### src/rtl/mcpu_program_loader_if.sv
// rtl/mcpu_program_loader_if.sv - byte stream in and RAM write port out of the program loader
// master is the host/bench side, slave is the loader.
interface mcpu_program_loader_if #(
  parameter int WORD_SIZE = 16,
  parameter int ADDR_SIZE = 8
);
  logic [7:0]           rx_data;
  logic                 rx_valid;
  logic                 rx_ready;
  logic                 mem_we;
  logic [ADDR_SIZE-1:0] mem_addr;
  logic [WORD_SIZE-1:0] mem_wdata;

  modport master (
    output rx_data, rx_valid,
    input  rx_ready, mem_we, mem_addr, mem_wdata
  );

  modport slave (
    input  rx_data, rx_valid,
    output rx_ready, mem_we, mem_addr, mem_wdata
  );
endinterface

### src/rtl/mcpu_program_loader.sv
// rtl/mcpu_program_loader.sv - framed byte-stream loader writing big-endian words into MCPU RAM
// Frame: LEN, 2*LEN payload bytes (high byte first), CSUM = XOR of LEN and payload.
module mcpu_program_loader #(
  parameter int WORD_SIZE = 16,
  parameter int ADDR_SIZE = 8,
  parameter int LOAD_BASE = 0
) (
  input  logic                  clk,
  input  logic                  reset,
  input  logic                  start,
  mcpu_program_loader_if.slave  bus,
  output logic                  cpu_hold,
  output logic                  busy,
  output logic                  done,
  output logic                  error
);

  localparam logic [ADDR_SIZE-1:0] BASE = ADDR_SIZE'(LOAD_BASE);

  typedef enum logic [2:0] {
    S_IDLE, S_LEN, S_HI, S_LO, S_WRITE, S_CSUM, S_DONE, S_ERR
  } state_t;

  state_t               state, state_nxt;
  logic [7:0]           cnt;
  logic [7:0]           csum;
  logic [7:0]           hi;
  logic [ADDR_SIZE-1:0] addr;
  logic [WORD_SIZE-1:0] wdata;
  logic                 ready;
  logic                 accept;

  assign ready  = (state == S_LEN) || (state == S_HI) ||
                  (state == S_LO)  || (state == S_CSUM);
  assign accept = ready && bus.rx_valid;

  always_ff @(posedge clk or negedge reset) begin
    if (!reset) state <= S_IDLE;
    else        state <= state_nxt;
  end

  always_comb begin
    state_nxt = state;
    unique case (state)
      S_IDLE, S_DONE, S_ERR: if (start) state_nxt = S_LEN;
      S_LEN:   if (accept) state_nxt = (bus.rx_data == 8'd0) ? S_CSUM : S_HI;
      S_HI:    if (accept) state_nxt = S_LO;
      S_LO:    if (accept) state_nxt = S_WRITE;
      S_WRITE: state_nxt = (cnt == 8'd1) ? S_CSUM : S_HI;
      S_CSUM:  if (accept) state_nxt = (bus.rx_data == csum) ? S_DONE : S_ERR;
      default: state_nxt = S_IDLE;
    endcase
  end

  // Word count, checksum and write address/data; mem_addr/mem_wdata only move when a word is in flight.
  always_ff @(posedge clk or negedge reset) begin
    if (!reset) begin
      cnt   <= 8'd0;
      csum  <= 8'd0;
      hi    <= 8'd0;
      addr  <= BASE;
      wdata <= '0;
    end else begin
      unique case (state)
        S_LEN: if (accept) begin
          cnt  <= bus.rx_data;
          csum <= bus.rx_data;
          addr <= BASE;
        end
        S_HI: if (accept) begin
          hi   <= bus.rx_data;
          csum <= csum ^ bus.rx_data;
        end
        S_LO: if (accept) begin
          wdata <= WORD_SIZE'({hi, bus.rx_data});
          csum  <= csum ^ bus.rx_data;
        end
        S_WRITE: begin
          addr <= addr + 1'b1;
          cnt  <= cnt - 8'd1;
        end
        default: ;
      endcase
    end
  end

  assign bus.rx_ready  = ready;
  assign bus.mem_we    = (state == S_WRITE);
  assign bus.mem_addr  = addr;
  assign bus.mem_wdata = wdata;

  assign cpu_hold = (state != S_DONE);
  assign busy     = ready || (state == S_WRITE);
  assign done     = (state == S_DONE);
  assign error    = (state == S_ERR);

endmodule

### src/flat_wrapper.sv
// flat-port wrapper written by rule: the top's interface ports become plain ports
module mcpu_program_loader_flat 
#(
  parameter int WORD_SIZE = 16,
  parameter int ADDR_SIZE = 8,
  parameter int LOAD_BASE = 0
)
  (clk, reset, start, cpu_hold, busy, done, error, bus_rx_data, bus_rx_valid, bus_rx_ready, bus_mem_we, bus_mem_addr, bus_mem_wdata);
  mcpu_program_loader_if #(.WORD_SIZE(WORD_SIZE), .ADDR_SIZE(ADDR_SIZE)) bus_i ();
  input  logic clk;
  input  logic reset;
  input  logic start;
  output logic cpu_hold;
  output logic busy;
  output logic done;
  output logic error;
  input wire logic [$bits(bus_i.rx_data)-1:0] bus_rx_data;
  input wire logic [$bits(bus_i.rx_valid)-1:0] bus_rx_valid;
  output wire logic [$bits(bus_i.rx_ready)-1:0] bus_rx_ready;
  output wire logic [$bits(bus_i.mem_we)-1:0] bus_mem_we;
  output wire logic [$bits(bus_i.mem_addr)-1:0] bus_mem_addr;
  output wire logic [$bits(bus_i.mem_wdata)-1:0] bus_mem_wdata;
  assign bus_i.rx_data = bus_rx_data;
  assign bus_i.rx_valid = bus_rx_valid;
  assign bus_rx_ready = bus_i.rx_ready;
  assign bus_mem_we = bus_i.mem_we;
  assign bus_mem_addr = bus_i.mem_addr;
  assign bus_mem_wdata = bus_i.mem_wdata;
  mcpu_program_loader #(.WORD_SIZE(WORD_SIZE), .ADDR_SIZE(ADDR_SIZE), .LOAD_BASE(LOAD_BASE)) u_core (.clk(clk), .reset(reset), .start(start), .bus(bus_i), .cpu_hold(cpu_hold), .busy(busy), .done(done), .error(error));
endmodule
### config.mk
export PLATFORM = sky130hd
export DESIGN_NAME = mcpu_program_loader_flat
export DESIGN_NICKNAME = d
export VERILOG_FILES = /design/src/rtl/mcpu_program_loader_if.sv /design/src/rtl/mcpu_program_loader.sv /design/src/flat_wrapper.sv
export SDC_FILE = /design/constraint.sdc
export NUM_CORES = 1
export LEC_CHECK = 0
export CAP_MARGIN = 15
export CORE_UTILIZATION = 41
export CTS_CLUSTER_DIAMETER = 40
export DETAILED_ROUTE_END_ITERATION = 8
export PLACE_DENSITY_LB_ADDON = 0.12
export SETUP_SLACK_MARGIN = 0.3
export SLEW_MARGIN = 20
export SYNTH_ARGS = -nofsm -noshare
export SYNTH_HDL_FRONTEND = slang
export SYNTH_SLANG_ARGS = --single-unit
### constraint.sdc
create_clock -name clk -period 2 [get_ports clk]
set_input_delay 0.6 -clock clk [delete_from_list [all_inputs] [get_ports clk]]
set_output_delay 0.6 -clock clk [all_outputs]
set_load 0.02 [all_outputs]
# Word-level counts from Yosys, hierarchy flattened
# Index checks and enable logic that the tools add are counted.
dict set report word_totals {
  register_bits 51
  out_inout_bits 30
  wordCells 56
}
dict set report op_classes {
  add_sub_neg 2
  reduce_logical 16
  n_eq_ne 16
  bitwise_logic 1
  mux 15
}
# cell count
set op_table {}
lappend op_table {{8-bit one-hot mux with 2 select lines} 3}
lappend op_table {{8-bit two-way mux} 3}
lappend op_table {{3-bit two-way mux} 7}
lappend op_table {{3-bit one-hot mux with 6 select lines} 1}
lappend op_table {{3-bit equality test, second input constant} 4}
lappend op_table {{2-bit by 1-bit != test with 1-bit output, second input constant} 5}
lappend op_table {{8-bit by 1-bit adder with 8-bit output, second input constant} 1}
lappend op_table {{8-bit by 1-bit equality test with 1-bit output, second input constant} 1}
lappend op_table {{8-bit equality test} 1}
lappend op_table {{8-bit logical NOT} 1}
lappend op_table {{8-bit by 1-bit subtractor with 8-bit output, second input constant} 1}
lappend op_table {{8-bit bitwise XOR} 1}
lappend op_table {{3-bit by 2-bit equality test with 1-bit output, second input constant} 2}
lappend op_table {{2-bit AND reduction} 3}
lappend op_table {{5-bit AND reduction} 1}
lappend op_table {{1-bit logical OR} 4}
lappend op_table {{2-bit nonzero test} 2}
lappend op_table {{3-bit by 1-bit equality test with 1-bit output, second input constant} 1}
lappend op_table {{3-bit logical NOT} 1}
lappend op_table {{3-bit != test, second input constant} 1}
lappend op_table {{3-bit AND reduction} 1}
lappend op_table {{3-bit OR reduction} 1}
lappend op_table {{2-bit != test, second input constant} 1}
lappend op_table {{2-bit OR reduction} 1}
lappend op_table {{2 further kinds} 2}

# Depth between registers and ports, before layout
# Gate-level depths: netlist (run 1).
dict set report logic_depth {
  word_depth 7
  depth_mapped 8
  depth_no_buf 6
}

# Worst setup path after synthesis (run 1)
# Ideal clock, no wire load.
dict set report synth_path {
  kind {register to output}
  start {reg u_core.state[1]}
  end {out cpu_hold}
  arrival_time_ns 1.311
  path_slack_ns 0.089
  stages_incl_launch_ff 6
  path_buffers 2
  t_required_ns 1.400
  cell_sequence {dfrtp_1 > buf_6 > clkbuf_1 > nand2_1 > nor2_1 > inv_1}
}
dict set report synth_between {
  elab_chain_cells 1
}
# element line
set synth_lines {}
lappend synth_lines {{from (decl)} mcpu_program_loader.sv:24} ;# state_t state, state_nxt;
lappend synth_lines {{from (signal assigned)} mcpu_program_loader.sv:39} ;# else state <= state_nxt;
lappend synth_lines {{3-bit != test} mcpu_program_loader.sv:92} ;# assign cpu_hold = (state != S_DONE);
lappend synth_lines {{to (decl)} flat_wrapper.sv:13} ;# output logic cpu_hold;
# No other way between the ends.

# Final worst setup path (run 1)
dict set report layout_path {
  start {reg u_core.state[1]}
  end {out bus_mem_we}
}
dict set report layout_between {
  elab_chain_cells 1
}
# element line
set layout_lines {}
lappend layout_lines {{3-bit equality test} mcpu_program_loader.sv:88} ;# assign bus.mem_we = (state == S_WRITE);
lappend layout_lines {{to (decl)} flat_wrapper.sv:20} ;# output wire logic [$bits(bus_i.mem_we)-1:0] bus_mem_we;
# No other way between the ends.

==> run metrics, run 1 <==
layout cells sized above 1=approximately 40%; Startpoint Class=register; Max stage delay on crit path=0.42 ns; Final Slew Violations=0; Num CTS Buffers=5; Core Util, Final=between 60% and 70%; HP Class=primary input to asynchronous set/reset pin; number of global-route vias before repair=roughly 2000; gr ovfl total=0; area leader, netlist=dfrtp_1; number of max-cap violations=0; synthesized flop and latch total=slightly above 50; ys async rst share=100%; wire length per cell=between 15 and 20 µm; Core Rows=28; cts-stage hold buffer count=0; Data arrival, critical path=between 1 and 1.5 ns; Worst setup EP type=output port; Total Routed Length=around 6.2 mm; # IOs=42; Synth Area per Inst=10.8 µm²; P_sw=2.09 mW; Setup TNS=0 ns; FF-to-FF Start=u_core.cnt[1]$_DFFE_PN0P_; Final Setup Violations=0; global-route wire length before repair=9.89 mm; top area cells in the synthesized netlist=dfrtp_1, mux2_2, nand2_1; Routability Congestion=slightly above 0.8; Die Y=80.5 µm; Die Area=about 0.0065 mm²; chip width=~81 µm; CTS max path bufs=2; CTS root buf=clkbuf_8; layout filler cell count=489; status=complete, no violations; R2R Setup Slk=0.24 ns; Power Density=approximately 1500 mW/mm²; DRT Pass-1 Iters=4; RSZ-0062 raised after global routing=yes; Synth warnings=0; via count=roughly 2100; largest net degree at the start of global routing=52; WS Path Type=register to output port; crit-path cells=or3b_4 -> clkinv_4 -> buf_6; Yosys cell types=46; RR Endpoint=u_core.state[0]$_DFFE_PN0P_; Gate power share=roughly 55%; commonest cells after routing, fill and taps aside=dfrtp_1, buf_4, nand2_1; CP Max Fanout=2; drt first-iter violations=around 150; Final #Nets=~340; CP required=about 1.4 ns; GRT Total Usage=20.2%; crit share post-route=between 90% and 100%; Slowest-stage cell, CP=or3b_4; Leak=approximately 1.7 nW; CTS tree=done; HPWL Detailed=3.77 mm; Via density=between 5 and 6; core area=roughly 0.006 mm²; Worst-path clk slew=0.09 ns; Worst-Skew Late Latency=approximately 0.31 ns; placed insts=370; Slew @ Worst Pin=about 0.35 ns; Sequential Power Share=between 30% and 40%; clock sinks=51; Setup crit start=u_core.state[1]$_DFFE_PN0P_; Synth top area share=roughly 50%; minimum clock period=~1.9 ns; Initial Util=42.7%; final hold violation count=0; Post-Layout Cell Count=just under 400; Mapped Cells=234; Slew headroom=between 70% and 80%; antenna cells=0; syn_nets=roughly 250; initial antenna violation count=0; DRC=0; P&R area growth vs syn=46.4%; DRT antenna net count=0; Setup Skew=a little under 0.004 ns; register area share after synthesis=roughly half; Synth Cell Area=0.00253 mm²; clock power share=between 10% and 20%; switching share of total power=between 30% and 40%; Most used DFF post-synth=dfrtp_1; Port Buffers=slightly above 40; commonest non-fill, non-tap cell in the layout=dfrtp_1; maximum VDD drop=roughly 0.00085 V; number of cells on the worst reg-to-reg path=6; FMAX=around 530 MHz; number of flops mapped to enable cells by yosys=0; crit path to=bus_mem_we; H-Tree Depth=2; Power Internal=about 3.3 mW
==> per-stage QoR <==
stage               hold WS, ns  setup WS [ns]  power [mW]  cell area, µm²
floorplan                 0.304          0.266        3.20            2540
global placement          0.465         -0.221        4.07            3220
detailed placement        0.472         -0.236        4.09            3220
CTS                       0.277         0.0709        4.95            3470
global route              0.287         0.0668        5.74            3700
finish                    0.258          0.104        5.38            3700
==> cell type report <==
cell class	count	area (µm²)	share of cell area, %
clock buffers	6	82.6	2.23
clock inverters	1	8.76	0.237
inverters	6	30.0	0.812
multi-input cells	165	1370	37.0
flip-flops and latches	51	1280	34.6
well taps	75	93.8	2.54
repair buffers	92	835	22.6
==> sequential cells by signal, summed over array words and instances, names as in the netlist <==
name,cells
u_core.cnt,8
u_core.state,3
u_core.bus.mem_addr,8
u_core.bus.mem_wdata,16
u_core.hi,8
u_core.csum,8
==> cells by family (layout without fill, tap and decap cells) <==
logic type      Yosys count  after routing  share of synthesized area (%)
flops                    51             51                           50.5
fa+ha+maj                 3              3                           1.49
mux                      27             27                           11.9
compound gates           35             35                           9.41
buf+inv                  18            105                           4.01
simple gates             83             83                           16.8
xor+xnor                 17             17                           5.89
==> worst min path at each step <==
stage,from,to,slack [ns],cells after the start
final,reset,u_core.state[0]$_DFFE_PN0P_,0.26,2
after global routing,reset,u_core.bus.mem_addr[2]$_DFFE_PN0P_,0.29,2
after CTS,reset,u_core.bus.mem_wdata[1]$_DFFE_PN0P_,0.28,2
after detailed placement,u_core.bus.mem_addr[7]$_DFFE_PN0P_,u_core.bus.mem_addr[7]$_DFFE_PN0P_,0.47,1
after global placement,u_core.bus.mem_addr[7]$_DFFE_PN0P_,u_core.bus.mem_addr[7]$_DFFE_PN0P_,0.47,1
after floorplan,reset,u_core.bus.mem_addr[0]$_DFFE_PN0P_,0.30,0
==> layer usage <==
metal	global-route usage, %	wire length, µm	vias to the layer above
li1	-	-	996
met1	28.6	2880	1026
met2	30.4	2940	49
met3	4.20	258	8
met4	6.79	91	0
met5	0	0	-
==> cell usage after synthesis (4+ instances only) <==
cell type  count
xnor2_1        8
nor2_1        12
o21ai_0       10
nor4_1         4
nor3_1         6
nand4_1        7
mux2_2        24
buf_6          4
inv_1          5
dfrtp_1       51
nand2_1       34
xor2_1         9
clkbuf_1       6
a21oi_1        7
nand3_1        4
==> critical path, delay by kind of cell (launching register included) <==
kind	cells	cell delay (ns)
buffers and inverters	2	0.16
flip-flops	1	0.40
AND/OR/NAND/NOR	1	0.42
==> power groups by stage <==
| stage | logic (mW) | clock network, mW | registers (mW) |
|---|---|---|---|
| detailed placement | 2.31 | 0 | 1.77 |
| floorplan | 1.24 | 0 | 1.95 |
| finish | 2.97 | 0.625 | 1.79 |
| global route | 3.21 | 0.683 | 1.85 |
| global placement | 2.30 | 0 | 1.77 |
| CTS | 2.54 | 0.642 | 1.77 |
==> repair_timing <==
| action | 4_1_cts | 5_1_grt |
|---|---|---|
| resized for setup | 105 | 45 |
| hold endpoints to repair | 0 | 0 |
| setup endpoints to repair | 60 | 35 |
| pin swaps | 11 | 11 |
| setup buffers | 8 | 11 |
No activity file was read; power rests on OpenSTA's default activity.
==> run 2: changes to the inputs <==
--- a/config.mk
+++ b/config.mk
@@ -6,7 +6,7 @@
 export NUM_CORES = 1
 export LEC_CHECK = 0
 export CAP_MARGIN = 15
-export CORE_UTILIZATION = 41
+export CORE_UTILIZATION = 50
 export CTS_CLUSTER_DIAMETER = 40
 export DETAILED_ROUTE_END_ITERATION = 8
 export PLACE_DENSITY_LB_ADDON = 0.12
==> run 2 against run 1 <==
Net effect: clock power decreased by 2%; sequential power about the same; total power decreased by 3.8%; register-to-register slack got worse by 0.08 ns; first-iteration DRC count increased by 32%; wire length decreased by 1.6%; design area decreased by 2.3%; worst hold slack improved by 0.0029 ns; fmax about the same; via count increased by 0.24%; clock skew increased by 0.0030 ns; non-clock buffer count decreased by 3.
==> run metrics, run 2 (synthesis results as in run 1) <==
minimum clock period=between 1.5 and 2 ns; GRT Total Usage=about 23%; Power Density=approximately 1400 mW/mm²; CTS tree=done; number of max-cap violations=0; Buf/Inv on CP=2; core area=between 0.004 and 0.005 mm²; Routability Congestion=0.799; Num CTS Buffers=5; Max stage delay on crit path=between 0.4 and 0.5 ns; Die Y=73.1 µm; final hold violation count=0; placed insts=roughly 360; commonest non-fill, non-tap cell in the layout=dfrtp_1; via count=roughly 2100; FMAX=527 MHz; Leak=1.65 nW; WS Path Type=register to output port; Worst-Skew Late Latency=~0.31 ns; gr ovfl total=0; Total Routed Length=about 6 mm; design area=~0.0036 mm²; placed instance area=~0.0032 mm²; Core Util, Final=75.5%; CTS max path bufs=2; Power Internal=3.11 mW; crit share post-route=around 95%; # IOs=42; H-Tree Depth=2; Final Slew Violations=0; CP required=approximately 1.4 ns; drt first-iter violations=between 150 and 200; clock sinks=between 50 and 60; Setup TNS=0 ns; HP Class=primary input to asynchronous set/reset pin; Slew headroom=79.5%; Via density=5.40; Initial Util=between 50% and 60%; wire length per cell=between 15 and 20 µm; largest net degree at the start of global routing=52; Design Power=between 5 and 6 mW; chip width=between 70 and 80 µm; CP delay by family, top=simple AND/OR/NAND/NOR gates; crit-path cells=or3b_4 -> clkinv_4 -> buf_6; Startpoint Class=register; CTS root buf=clkbuf_8; max FFs per register=16; maximum VDD drop=around 0.00096 V; commonest cells after routing, fill and taps aside=dfrtp_1, buf_4, nand2_1; Register Area=roughly 0.0013 mm²; HPWL Detailed=3.65 mm; clock power share=between 10% and 20%; Gate power share=a little over half; post-place setup slack=-0.170 ns; area of the multi-input gates=around 0.0013 mm²; Core Rows=25; Data arrival, critical path=about 1.3 ns; Final Setup Violations=0; setup ws final=approximately 0.1 ns; layout filler cell count=343; initial antenna violation count=0; Worst-path clk slew=about 0.090 ns; CP Max Fanout=2; DRC=0; Setup Skew=about 0.007 ns; Sequential Power Share=between 30 and 40%; global-route wire length before repair=about 9.4 mm; status=complete, no violations; layout cells sized above 1=around two fifths; DRT Pass-1 Iters=5; DRT antenna net count=0; Port Buffers=slightly above 40; Slew @ Worst Pin=slightly above 0.3 ns; number of global-route vias before repair=about 2000; P_sw=2.07 mW; Worst setup EP type=output port; switching share of total power=about two fifths; Slowest-stage cell, CP=or3b_4; final hold slack=0.261 ns; Die Area=about 0.0053 mm²; P&R area growth vs syn=43.0%; antenna cells=0; Post-Layout Cell Count=just under 400; Final #Nets=333; RSZ-0062 raised after global routing=yes
==> run 2: cell count changes in the layout (fill, tap and decap cells not counted), sizes merged <==
cell / before / now
buf: 58 / 55
clkbuf: 9 / 10
clkdlybuf4s15: 2 / 1
clkdlybuf4s50: 1 / 2
clkinv: 1 / 3
dlygate4sd2: 28 / 24
dlymetal6s2s: 0 / 2
==> run 2: worst paths after layout <==
| kind | depth (start not counted) | slack (ns) | endpoint | start |
|---|---|---|---|---|
| worst min register to register | 1 | 0.49 | u_core.bus.mem_addr[7]$_DFFE_PN0P_ | u_core.bus.mem_addr[7]$_DFFE_PN0P_ |
| worst max-delay path | 3 | 0.10 | bus_mem_we | u_core.state[1]$_DFFE_PN0P_ |
| min in group clk | 1 | 0.49 | u_core.bus.mem_addr[7]$_DFFE_PN0P_ | u_core.bus.mem_addr[7]$_DFFE_PN0P_ |
| worst min-delay path | 2 | 0.26 | u_core.state[1]$_DFFE_PN0P_ | reset |
| worst max register to register | 8 | 0.16 | u_core.cnt[5]$_DFFE_PN0P_ | u_core.state[2]$_DFFE_PN0P_ |
| max in group asynchronous | 2 | 1.49 | u_core.bus.mem_addr[0]$_DFFE_PN0P_ | reset |
==> run 2: area by class of cell <==
cell class	count	share of cell area, %
timing repair buffer	89	21.7
clock buffer	5	1.90
clock inverter	3	0.623
sequential	51	35.4
multi-input combinational	165	37.2
tap	67	2.32
inverter	6	0.831
==> run 2: worst register-to-register path: stages (launching register included) <==
cell      delay [ns]
dfrtp_1         0.41
buf_6           0.16
buf_6           0.11
buf_6           0.10
buf_6           0.12
nor4bb_4        0.30
buf_4           0.18
a21oi_2         0.04
a221o_1         0.31
==> run 2: repair_timing <==
item | 4_1_cts | 5_1_grt
gates cloned | 1 | 0
setup endpoints to repair | 56 | 32
hold buffers | 0 | 0
buffers inserted | 10 | 3
gates resized for setup | 81 | 59
hold endpoints to repair | 0 | 0
pin swaps | 4 | 17
==> run 2: power groups by stage <==
stage	logic [mW]	clock network (mW)	registers, mW
2_1_floorplan	1.24	0	1.95
3_3_place_gp	2.27	0	1.77
3_5_place_dp	2.29	0	1.78
4_1_cts	2.41	0.627	1.77
5_1_grt	2.97	0.671	1.84
6_report	2.78	0.613	1.79
==> run 2: routing by layer <==
metal / vias to the layer above / routed length, µm / global-route usage [%]
li1: 1002 / - / -
met4: 0 / 56 / 7.63
met5: - / 0 / 0
met1: 1021 / 2790 / 32.8
met3: 5 / 291 / 4.70
met2: 56 / 2940 / 35.5
